$ cat src/rtl/irq_ctrl_pkg.sv
// Shared constants for the interrupt controller: register offsets, FSM state
// encodings and the CLAIM valid-bit position.
package irq_ctrl_pkg;

   localparam logic [2:0] REG_PEND   = 3'd0;
   localparam logic [2:0] REG_MASK   = 3'd1;
   localparam logic [2:0] REG_MODE   = 3'd2;
   localparam logic [2:0] REG_CLAIM  = 3'd3;
   localparam logic [2:0] REG_EOI    = 3'd4;
   localparam logic [2:0] REG_STATUS = 3'd5;

   localparam int CLAIM_VALID_BIT = 31;

   typedef enum logic [1:0] {
      IDLE   = 2'd0,
      PEND   = 2'd1,
      ACTIVE = 2'd2
   } irqState_t;

endpackage

$ cat src/rtl/irq_prio_enc.sv
// Combinational lowest-index priority encoder: source 0 is the highest priority.
module irq_prio_enc #(
   parameter int N_SRC = 6,
   parameter int ID_W  = 5
) (
   input  logic [N_SRC-1:0] req,
   output logic             valid,
   output logic [ID_W-1:0]  id
);

   // Scan from the top down so the lowest set index is the last one written.
   always_comb begin
      valid = 1'b0;
      id    = '0;
      for (int i = N_SRC - 1; i >= 0; i--) begin
         if (req[i]) begin
            valid = 1'b1;
            id    = ID_W'(i);
         end
      end
   end

endmodule

$ cat src/rtl/irq_ctrl.sv
// Memory-mapped interrupt controller with per-source level/edge capture, masking,
// fixed priority and a claim/EOI handshake. Optional input sync: IRQ_CTRL_SYNC_EN.
module irq_ctrl
   import irq_ctrl_pkg::*;
#(
   parameter int N_SRC = 6,
   parameter int ID_W  = 5
) (
   input  logic             clk,
   input  logic             reset,
   input  logic             sel,
   input  logic             we,
   input  logic [2:0]       addr,
   input  logic [31:0]      wdata,
   output logic [31:0]      rdata,
   input  logic [N_SRC-1:0] irq_in,
   output logic             irq_out
);

   logic [N_SRC-1:0] syncIrq;
   logic [N_SRC-1:0] prevIrq;
   logic [N_SRC-1:0] edgePend;
   logic [N_SRC-1:0] maskReg;
   logic [N_SRC-1:0] modeReg;
   logic [N_SRC-1:0] pendVec;
   logic [N_SRC-1:0] pendMasked;
   logic [N_SRC-1:0] riseVec;
   logic [N_SRC-1:0] w1cClr;
   logic [N_SRC-1:0] claimClr;
   logic             winValid;
   logic [ID_W-1:0]  winId;
   logic [ID_W-1:0]  claimedId;
   irqState_t        state;
   irqState_t        stateNext;
   logic             irqOut;
   logic             pendWrite;
   logic             maskWrite;
   logic             modeWrite;
   logic             eoiWrite;
   logic             claimRead;
   logic             claimTake;
   logic             unusedWdata;

`ifdef IRQ_CTRL_SYNC_EN
   logic [N_SRC-1:0] syncStage1;
   logic [N_SRC-1:0] syncStage2;

   always_ff @(posedge clk) begin
      if (reset) begin
         syncStage1 <= '0;
         syncStage2 <= '0;
      end else begin
         syncStage1 <= irq_in;
         syncStage2 <= syncStage1;
      end
   end

   assign syncIrq = syncStage2;
`else
   assign syncIrq = irq_in;
`endif

   assign pendWrite = sel && we && (addr == REG_PEND);
   assign maskWrite = sel && we && (addr == REG_MASK);
   assign modeWrite = sel && we && (addr == REG_MODE);
   assign eoiWrite  = sel && we && (addr == REG_EOI);
   assign claimRead = sel && !we && (addr == REG_CLAIM);
   assign claimTake = claimRead && (state == PEND) && winValid;

   assign unusedWdata = ^wdata;

   assign riseVec    = syncIrq & ~prevIrq & modeReg;
   assign w1cClr     = pendWrite ? (wdata[N_SRC-1:0] & modeReg) : '0;
   assign pendVec    = (edgePend & modeReg) | (syncIrq & ~modeReg);
   assign pendMasked = pendVec & maskReg;

   always_comb begin
      claimClr = '0;
      for (int i = 0; i < N_SRC; i++) begin
         claimClr[i] = claimTake && (winId == ID_W'(i));
      end
   end

   irq_prio_enc #(
      .N_SRC (N_SRC),
      .ID_W  (ID_W)
   ) u_prio (
      .req   (pendMasked),
      .valid (winValid),
      .id    (winId)
   );

   // Tracks the source level even during reset so a line already high at release is not an edge.
   always_ff @(posedge clk) begin
      prevIrq <= syncIrq;
   end

   // A fresh rising edge outranks a same-cycle W1C or claim clear.
   always_ff @(posedge clk) begin
      if (reset) begin
         edgePend <= '0;
         maskReg  <= '0;
         modeReg  <= '0;
      end else begin
         edgePend <= (edgePend & ~w1cClr & ~claimClr) | riseVec;
         if (maskWrite) maskReg <= wdata[N_SRC-1:0];
         if (modeWrite) modeReg <= wdata[N_SRC-1:0];
      end
   end

   always_comb begin
      stateNext = state;
      case (state)
         IDLE: begin
            if (|pendMasked) stateNext = PEND;
         end
         PEND: begin
            if (claimTake)             stateNext = ACTIVE;
            else if (!(|pendMasked))   stateNext = IDLE;
         end
         ACTIVE: begin
            if (eoiWrite && (wdata[ID_W-1:0] == claimedId)) stateNext = IDLE;
         end
         default: stateNext = IDLE;
      endcase
   end

   // irq_out rises a cycle after entering PEND and drops on the very edge that leaves it.
   always_ff @(posedge clk) begin
      if (reset) begin
         state     <= IDLE;
         irqOut    <= 1'b0;
         claimedId <= '0;
      end else begin
         state  <= stateNext;
         irqOut <= (state == PEND) && (stateNext == PEND);
         if (claimTake) claimedId <= winId;
      end
   end

   assign irq_out = irqOut;

   always_comb begin
      rdata = '0;
      case (addr)
         REG_PEND:   rdata[N_SRC-1:0] = pendVec;
         REG_MASK:   rdata[N_SRC-1:0] = maskReg;
         REG_MODE:   rdata[N_SRC-1:0] = modeReg;
         REG_CLAIM: begin
            if ((state == PEND) && winValid) begin
               rdata[CLAIM_VALID_BIT] = 1'b1;
               rdata[ID_W-1:0]        = winId;
            end
         end
         REG_STATUS: begin
            rdata[9:8]      = state;
            rdata[ID_W-1:0] = claimedId;
         end
         default:    rdata = '0;
      endcase
   end

endmodule
$ cat config.mk
export PLATFORM = sky130hd
export DESIGN_NAME = irq_ctrl
export DESIGN_NICKNAME = d
export VERILOG_FILES = /design/src/rtl/irq_ctrl_pkg.sv /design/src/rtl/irq_prio_enc.sv /design/src/rtl/irq_ctrl.sv
export SDC_FILE = /design/constraint.sdc
export NUM_CORES = 1
export LEC_CHECK = 0
export CAP_MARGIN = 20
export CORE_ASPECT_RATIO = 1.2
export CORE_MARGIN = 5
export CORE_UTILIZATION = 43
export DETAILED_ROUTE_END_ITERATION = 10
export PLACE_DENSITY = 0.8
export REMOVE_ABC_BUFFERS = 1
export SLEW_MARGIN = 20
export SYNTH_ARGS = -nofsm -noshare
export SYNTH_HDL_FRONTEND = slang
export SYNTH_HIERARCHICAL = 1
export SYNTH_SLANG_ARGS = --single-unit
$ cat constraint.sdc
create_clock -name clk -period 2.8 [get_ports clk]
set_clock_uncertainty 0.05 [all_clocks]
set_input_delay 0.42 -clock clk [delete_from_list [all_inputs] [get_ports clk]]
set_output_delay 0.42 -clock clk [all_outputs]
set_load 0.02 [all_outputs]
==> results.tsv, run 1 <==
metric	value	unit
die_area	5910	µm²
setup_viol	1	
p_switching	279	µW
clk_path_buf_depth	2	
power.share.sequential	0.462	
htree_levels	2	
violations	negative setup slack	
dp_slack	-629	ps
period_needed	2830	ps
area_growth_syn_to_layout	39.9	%
die_x	71.0	µm
ys_seq_area_frac	0.334	
ios	78	
final_common_cell	buf_4	
fmax	354	MHz
cap_violations	0	
cts_tree	done	
layout_common_cells	50 x buf_4, 29 x dfxtp_1, 25 x conb_1	
critPathKind	input port to output port	
clkTransAtPathRegs	70	ps
cts_buffers	5	
yosysWarnings	6	
viasPerCell	5.44	
timing.final.ws_setup	-28.8	ps
p_leak	0.00120	µW
finalPower	1010	µW
power_frac_comb	0.168	
first_global_vias	1914	
drive_gt1_frac	0.268	
hold_viol_final	0	
yosys-top-cells-area	dfxtp_1 33%, buf_4 9.8%, mux2i_1 7.8%	
start_util	0.447	
place_congestion	0.929	
grt_usage	0.194	
place.detailed.hpwl	4.16	mm
core	4290	µm²
worstSkewPairLatency	290	ps
row_count	26	
timing.final.max_slew_violations	0	
fin_nets	346	
drc	0	
rsz0062_at_grt	yes	
diodes	0	
dieHeight	83.2	µm
p_per_area	375	nW/µm²
port_buffers	28	
ys_ff_latch	32	
synthArstFlopShare	0	
grt_overflow_total	0	
power_frac_clock	0.370	
numClockSinks	32	
ant_nets	0	
cp_max_fo	4	
worst_setup_path_end_kind	output port	
wl_per_cell	16.5	µm
swShare	0.277	
yosysUniqueCellTypes	41	
synth_top_cell_by_area	dfxtp_1	
synth.avg_cell_area	8.54	µm²
vias	1947	
start_kind	input port	
ir_drop	301	µV
internal_power	728	µW
grt_max_degree	33	
root_buffer	clkbuf_8	
cp.arrival	2360	ps
synth_edf_count	0	
hp-class	input port to register	
firstDrtPassIters	4	
required	2330	ps
totalWireLength	5.89	mm
antenna_found_initial	0	
outcome	complete, but fails checks	
ys.flop_type	dfxtp_1	
fill_cells	390	
fin_crit_sh	1.01	
first_iter_violations	186	
synthCells	225	
grt_pass1_wl	9.13	mm
synth_area	1920	µm²
synth.top_cell.area_share	0.334	
## routing by layer
metal  part of all wire  global-route usage  wire length (µm)  up-vias
li1                   -                   -                 -      911
met1               0.37               0.222              2180      898
met2               0.49               0.327              2890      109
met3              0.091              0.0483               538       29
met4              0.049               0.101               291        0
met5                  0                   0                 0        -
## stage by stage
step / cell area [µm²] / TNS, ps / cells / hold WS [ps] / utilization
3_5_place_dp: 2440 / -2100 / 340 / 429 / 0.569
5_1_grt: 2690 / -303 / 358 / 269 / 0.626
3_3_place_gp: 2440 / -1880 / 340 / 422 / 0.569
6_report: 2690 / -28.8 / 358 / 267 / 0.626
2_1_floorplan: 1770 / 0 / 215 / 382 / -
4_1_cts: 2590 / 0 / 353 / 354 / 0.603
## synthesized netlist by cell type, types with 3 or more instances
library cell,count
nor2_1,27
mux2i_1,15
mux2_2,3
clkbuf_1,5
a221oi_1,3
nor3_1,3
inv_1,11
nand4_1,3
a311oi_1,6
xnor2_1,3
a32o_1,6
dfxtp_1,32
o21ai_0,11
nand2_1,9
nand3b_1,3
nand2b_1,4
a21oi_1,11
nor4_1,3
nor2b_1,6
a22oi_1,3
and2_1,3
buf_4,25
## final cells by class
cell class,count,area (µm²),share of cell area
multi-input cells,172,1150,0.427
repair buffers,79,688,0.256
flip-flops and latches,32,647,0.241
clock buffers,6,82.6,0.0307
well taps,56,70.1,0.0261
inverters,11,41.3,0.0154
clock inverters,2,10.0,0.00373
## worst max-delay path, cell delays in order
cell	delay (ps)
dlygate4sd2_1	260
mux2_4	290
and2_4	180
nor4_4	220
nand2_1	110
nand4b_1	180
nor2_4	80
a222oi_1	310
o21ai_1	120
buf_4	170
## registers in the layout, summed over array words and instances, names as in the netlist
signal / count
claimedId: 5
edgePend: 6
irq_out: 1
maskReg: 6
modeReg: 6
prevIrq: 6
state: 2
## path summary, 6_finish.rpt
| kind | start | to | slack (ps) | depth (start not counted) |
|---|---|---|---|---|
| setup / recovery | irq_in[0] | rdata[0] | -30 | 10 |
| hold / removal | irq_in[4] | prevIrq[4] | 270 | 1 |
| setup reg to reg | modeReg[2] | edgePend[5] | 80 | 14 |
| hold reg to reg | maskReg[2] | maskReg[2] | 440 | 2 |
## timing repair
action / CTS / global route
setup endpoints to repair: 5 / 15
setup buffers: 5 / 5
pin swaps: 4 / 7
gates cloned: 0 / 0
gates resized for setup: 30 / 17
hold buffers: 0 / 0
## power groups by stage
stage | combinational, µW | clock, µW | sequential (µW)
final | 169 | 373 | 465
after global routing | 181 | 403 | 466
after CTS | 163 | 378 | 466
after detailed placement | 161 | 0 | 476
after global placement | 160 | 0 | 476
after floorplan | 67.6 | 0 | 476
## cells by family after synthesis
logic type,Yosys count,synth area share
flops,32,0.334
buf+inv,44,0.143
simple gates,75,0.218
xor+xnor,5,0.0228
other cells,2,0.00391
compound gates,49,0.182
mux,18,0.0958
Note: power is estimated with default switching activity, not from simulation.
==> run 2, diff against run 1 <==
Settings changed: ABC_AREA set to 1, CORE_UTILIZATION 43 to 44, PLACE_DENSITY 0.8 to 0.81.
==> run 2 against run 1 <==
  * The flow now finishes without violations
  * Largest cell class unchanged
  * Via count grew 0.98%
  * Cell count grew 14%
  * Count of clock-buffer cells in the layout unchanged
  * Final area down 9.7%
  * Critical path type unchanged
  * Maximum frequency is 6.0% higher
  * Global-route usage decreased by 3.0 points
  * Largest power group unchanged
  * Routed wire length shrank 16%
==> results.tsv, run 2 <==
metric	value	unit
outcome	finished clean	
power_frac_clock	0.411	
place.detailed.hpwl	3.76	mm
root_buffer	clkbuf_8	
totalWireLength	4.92	mm
worst_slew_pin_slew	564	ps
diodes	0	
cts_buffers	5	
antenna_found_initial	0	
drive_gt1_frac	0.111	
first_iter_violations	109	
ir_drop	336	µV
internal_power	781	µW
rsz0062_at_grt	no	
port_buffers	28	
timing.final.max_slew_violations	0	
cp_max_fo	6	
htree_levels	2	
synth_most_common_cell	nand2_1	
fin_crit_sh	0.953	
final-seq-area	641	µm²
yosysUniqueCellTypes	28	
viasPerCell	4.82	
synth_edf_count	0	
finalPower	1050	µW
dieHeight	83.5	µm
start_util	0.461	
hold_viol_final	0	
hp-class	register to register	
die_area	5940	µm²
yosys-top-cells-area	dfxtp_1 32%, nand2_1 16%, inv_1 10%	
first_global_vias	1783	
drc	0	
ios	78	
fill_cells	423	
synth_top_cell_by_area	dfxtp_1	
synth_commonest_cells	82 x nand2_1, 54 x inv_1, 32 x dfxtp_1	
firstDrtPassIters	4	
synthCells	305	
p_per_area	432	nW/µm²
max_slew_margin	0.623	
fin_nets	396	
synth.top_cell.area_share	0.324	
period_needed	2670	ps
fmax	375	MHz
ys.flop_type	dfxtp_1	
grt_overflow_total	0	
cts_tree	done	
numClockSinks	32	
p_switching	266	µW
cpPeakStageDelay	640	ps
cts_hold_buffers	0	
grt_pass1_wl	7.85	mm
clkTransAtPathRegs	70	ps
yosysWarnings	6	
setup_viol	0	
ant_nets	0	
cap_violations	0	
power.share.sequential	0.449	
wl_per_cell	12.1	µm
ys_seq_area_frac	0.324	
synth_area	1980	µm²
final_area	2430	µm²
multi_input_area	997	µm²
p_leak	0.00122	µW
clk_path_buf_depth	2	
ys_ff_latch	32	
crit_chain	clkdlybuf4s50_1 > nor2_1 > nand2_1 > inv_1 > nand2_1 > o221ai_1 > clkdlybuf4s50_1	
grt_usage	0.164	
row_count	26	
area_growth_syn_to_layout	22.6	%
required	2330	ps
start_kind	input port	
place_congestion	0.886	
synth.avg_cell_area	6.49	µm²
worst_setup_path_end_kind	output port	
swShare	0.254	
crit_path_top_delay_cell	clkdlybuf4s50_1	
power_frac_comb	0.140	
layout_common_cells	82 x nand2_1, 54 x inv_1, 32 x dfxtp_1	
synthArstFlopShare	0	
vias	1966	
die_x	71.2	µm
critPathKind	input port to output port	
grt_max_degree	19	
cp.arrival	2200	ps
worstSkewPairLatency	290	ps
final_common_cell	nand2_1	
postPlaceCellArea	2320	µm²
core	4290	µm²
==> run 2: changes by cell type in the layout (fill, tap and decap cells not counted), sizes merged, moves of 14 or more <==
cell | before | now
a21oi | 11 | 25
buf | 53 | 17
inv | 11 | 56
nand2 | 9 | 83
mux2i | 15 | 0
==> run 2: worst paths after layout <==
kind         slack [ps]            to  startpoint  cells after the start
max reg2reg         500  claimedId[3]  modeReg[4]                     13
min reg2reg         420    maskReg[5]  maskReg[5]                      2
min                 420    maskReg[5]  maskReg[5]                      2
max                 130      rdata[5]     addr[2]                      7
==> run 2: cell type report <==
| cell class | count | share of cell area |
|---|---|---|
| flip-flops and latches | 32 | 0.264 |
| inverters | 57 | 0.0887 |
| repair buffers | 45 | 0.163 |
| well taps | 56 | 0.0289 |
| clock buffers | 6 | 0.0299 |
| clock inverters | 2 | 0.0144 |
| multi-input cells | 210 | 0.411 |
==> run 2: cell families (layout without fill, tap and decap cells) <==
family,Yosys count,in the layout,share of synthesized area
and+or+nand+nor,130,130,0.302
AOI/OAI and AO/OA,55,55,0.155
other,2,25,0.00380
DFF,32,32,0.324
buffers and inverters,86,110,0.216
==> run 2: what timing repair did <==
action,4_1_cts,5_1_grt
resized for setup,4,11
endpoints found under the setup margin,4,7
pin swaps,0,1
cloned,0,0
setup buffers,0,1
==> run 2: layer usage <==
| metal | global-route usage | wire, µm | up-vias |
|---|---|---|---|
| li1 | - | - | 1000 |
| met1 | 0.190 | 2020 | 879 |
| met2 | 0.289 | 2360 | 74 |
| met3 | 0.0277 | 408 | 13 |
| met4 | 0.0701 | 134 | 0 |
| met5 | 0 | 0 | - |
==> run 2: worst max-delay path: cells and delay by family <==
family                 cells  cell delay [ps]
AND/OR/NAND/NOR            3              330
buffers and inverters      3             1340
AO/OA/AOI/OAI              1               90
==> run 2: stage by stage <==
step / instances / utilization / hold WS, ps / setup WS [ps] / TNS [ps]
floorplan: 299 / - / 393 / 741 / 0
global placement: 399 / 0.541 / 404 / -231 / -834
detailed placement: 399 / 0.541 / 416 / -228 / -806
CTS: 407 / 0.565 / 428 / 42.0 / 0
global route: 408 / 0.565 / 467 / 6.99 / 0
finish: 408 / 0.565 / 423 / 132 / 0
==> run 2: power by group through the flow <==
stage | Combinational [µW] | Sequential (µW) | Clock [µW]
after floorplan | 82.3 | 479 | 0
after CTS | 146 | 470 | 439
after global routing | 161 | 471 | 458
after global placement | 145 | 480 | 0
final | 147 | 470 | 430
after detailed placement | 146 | 480 | 0
==> run 3, diff against run 2 <==
Settings changed: CORE_UTILIZATION 44 to 40, PLACE_DENSITY 0.81 to 0.77.
Clock period 2.8 ns to 2.34 ns, I/O delays scaled along.
==> run 3 against run 2 <==
  * Count of clock-buffer cells in the layout rose by 1
  * Critical path depth did not move
  * Cell count rose by 4.4%
  * Setup slack got worse by 21 ps
  * Hold slack got worse by 160 ps
  * Sequential cell count did not move
  * Via count rose by 1.7%
  * Critical endpoint is now rdata[3]
==> results.tsv, run 3 (same netlist as run 2, synthesis figures left out) <==
metric	value	unit
outcome	finished clean	
hp-class	input port to register	
cp_max_fo	4	
p_per_area	514	nW/µm²
viasPerCell	4.69	
wl_per_cell	12.1	µm
fin_nets	410	
vias	2000	
required	1940	ps
first_global_vias	1813	
fin_cells	426	
core	4870	µm²
cts_tree	done	
cp.arrival	1830	ps
final_area	2600	µm²
firstDrtPassIters	4	
ios	78	
clk_path_buf_depth	2	
worstSkewPairLatency	280	ps
layout_common_cells	77 x nand2_1, 49 x inv_1, 30 x buf_4	
grt_usage	0.169	
rr_startpoint	edgePend[4]	
diodes	0	
die_x	74.2	µm
fmax	449	MHz
dpl.cell_count	416	
cts_buffers	5	
timing.final.max_slew_violations	0	
numClockSinks	32	
ant_nets	0	
cts_hold_buffers	0	
totalWireLength	5.17	mm
place.detailed.hpwl	3.98	mm
rsz0062_at_grt	no	
cap_violations	0	
critPathLaunch	addr[2]	
root_buffer	clkbuf_8	
period_needed	2230	ps
critPathKind	input port to output port	
worst_setup_path_end_kind	output port	
final_common_cell	nand2_1	
htree_levels	2	
ir_drop	551	µV
top_layer	met4	
start_kind	input port	
met1_length	2.20	mm
antenna_found_initial	0	
setup_viol	0	
die_area	6460	µm²
first_iter_violations	133	
port_buffers	28	
place_congestion	0.944	
row_count	28	
p_leak	0.00129	µW
drc	0	
fin_crit_sh	0.952	
wl_met3	471	µm
grt_overflow_total	0	
hold_start	irq_in[5]	
hold_viol_final	0	
grt_pass1_wl	8.27	mm
start_util	0.406	
dieHeight	87.0	µm
drive_gt1_frac	0.202	
clkTransAtPathRegs	70	ps
route.met2.wl	2.39	mm
grt_max_degree	19	
fin_util	0.533	
postPlaceCellArea	2430	µm²
area_growth_syn_to_layout	31.3	%
==> run 3: area by class of cell <==
| cell class | count | area [µm²] |
|---|---|---|
| Fill cell | 486 | 2270 |
| Multi-Input combinational cell | 210 | 1030 |
| Sequential cell | 32 | 648 |
| Timing Repair Buffer | 59 | 502 |
| Inverter | 57 | 215 |
| Clock buffer | 7 | 96.3 |
| Tap cell | 60 | 75.1 |
| Clock inverter | 1 | 30.0 |
==> run 3: report_power, final <==
part	internal [µW]	switching [µW]	total (µW)
registers	557	5.61	562
logic	73.2	119	192
clock network	376	204	580
total	1010	328	1330
==> run 3: final timing paths <==
path	to	slack (ps)	depth (start not counted)
worst max-delay path	rdata[3]	110	7
worst min-delay path	prevIrq[5]	260	2
worst max register to register	claimedId[4]	320	13
worst min register to register	modeReg[3]	430	2
==> run 3: per-stage QoR <==
stage	setup WS (ps)	TNS, ps	hold slack (ps)	power [µW]
2_1_floorplan	350	0	329	671
3_3_place_gp	-423	-3390	410	763
3_5_place_dp	-476	-4100	427	764
4_1_cts	1.55	0	277	1340
5_1_grt	1.53	0	266	1390
6_report	111	0	261	1330
==> run 3: routing by layer <==
layer  GRT usage  up-vias
met3      0.0335       11
met5           0        -
met2       0.279       71
met1       0.212      884
li1            -     1034
met4      0.0675        0
==> run 3: timing repair <==
| action | in CTS | in global routing |
|---|---|---|
| setup endpoints to repair | 9 | 4 |
| buffers inserted | 1 | 1 |
| pin swaps | 3 | 7 |
| resized for setup | 38 | 14 |
==> run 3: worst max-delay path: stages <==
cell and delay (ps):
clkdlybuf4s50_1 440, buf_4 160, nor3_4 210, buf_4 180
nand2_1 50, nand4_1 90, dlygate4sd2_1 340
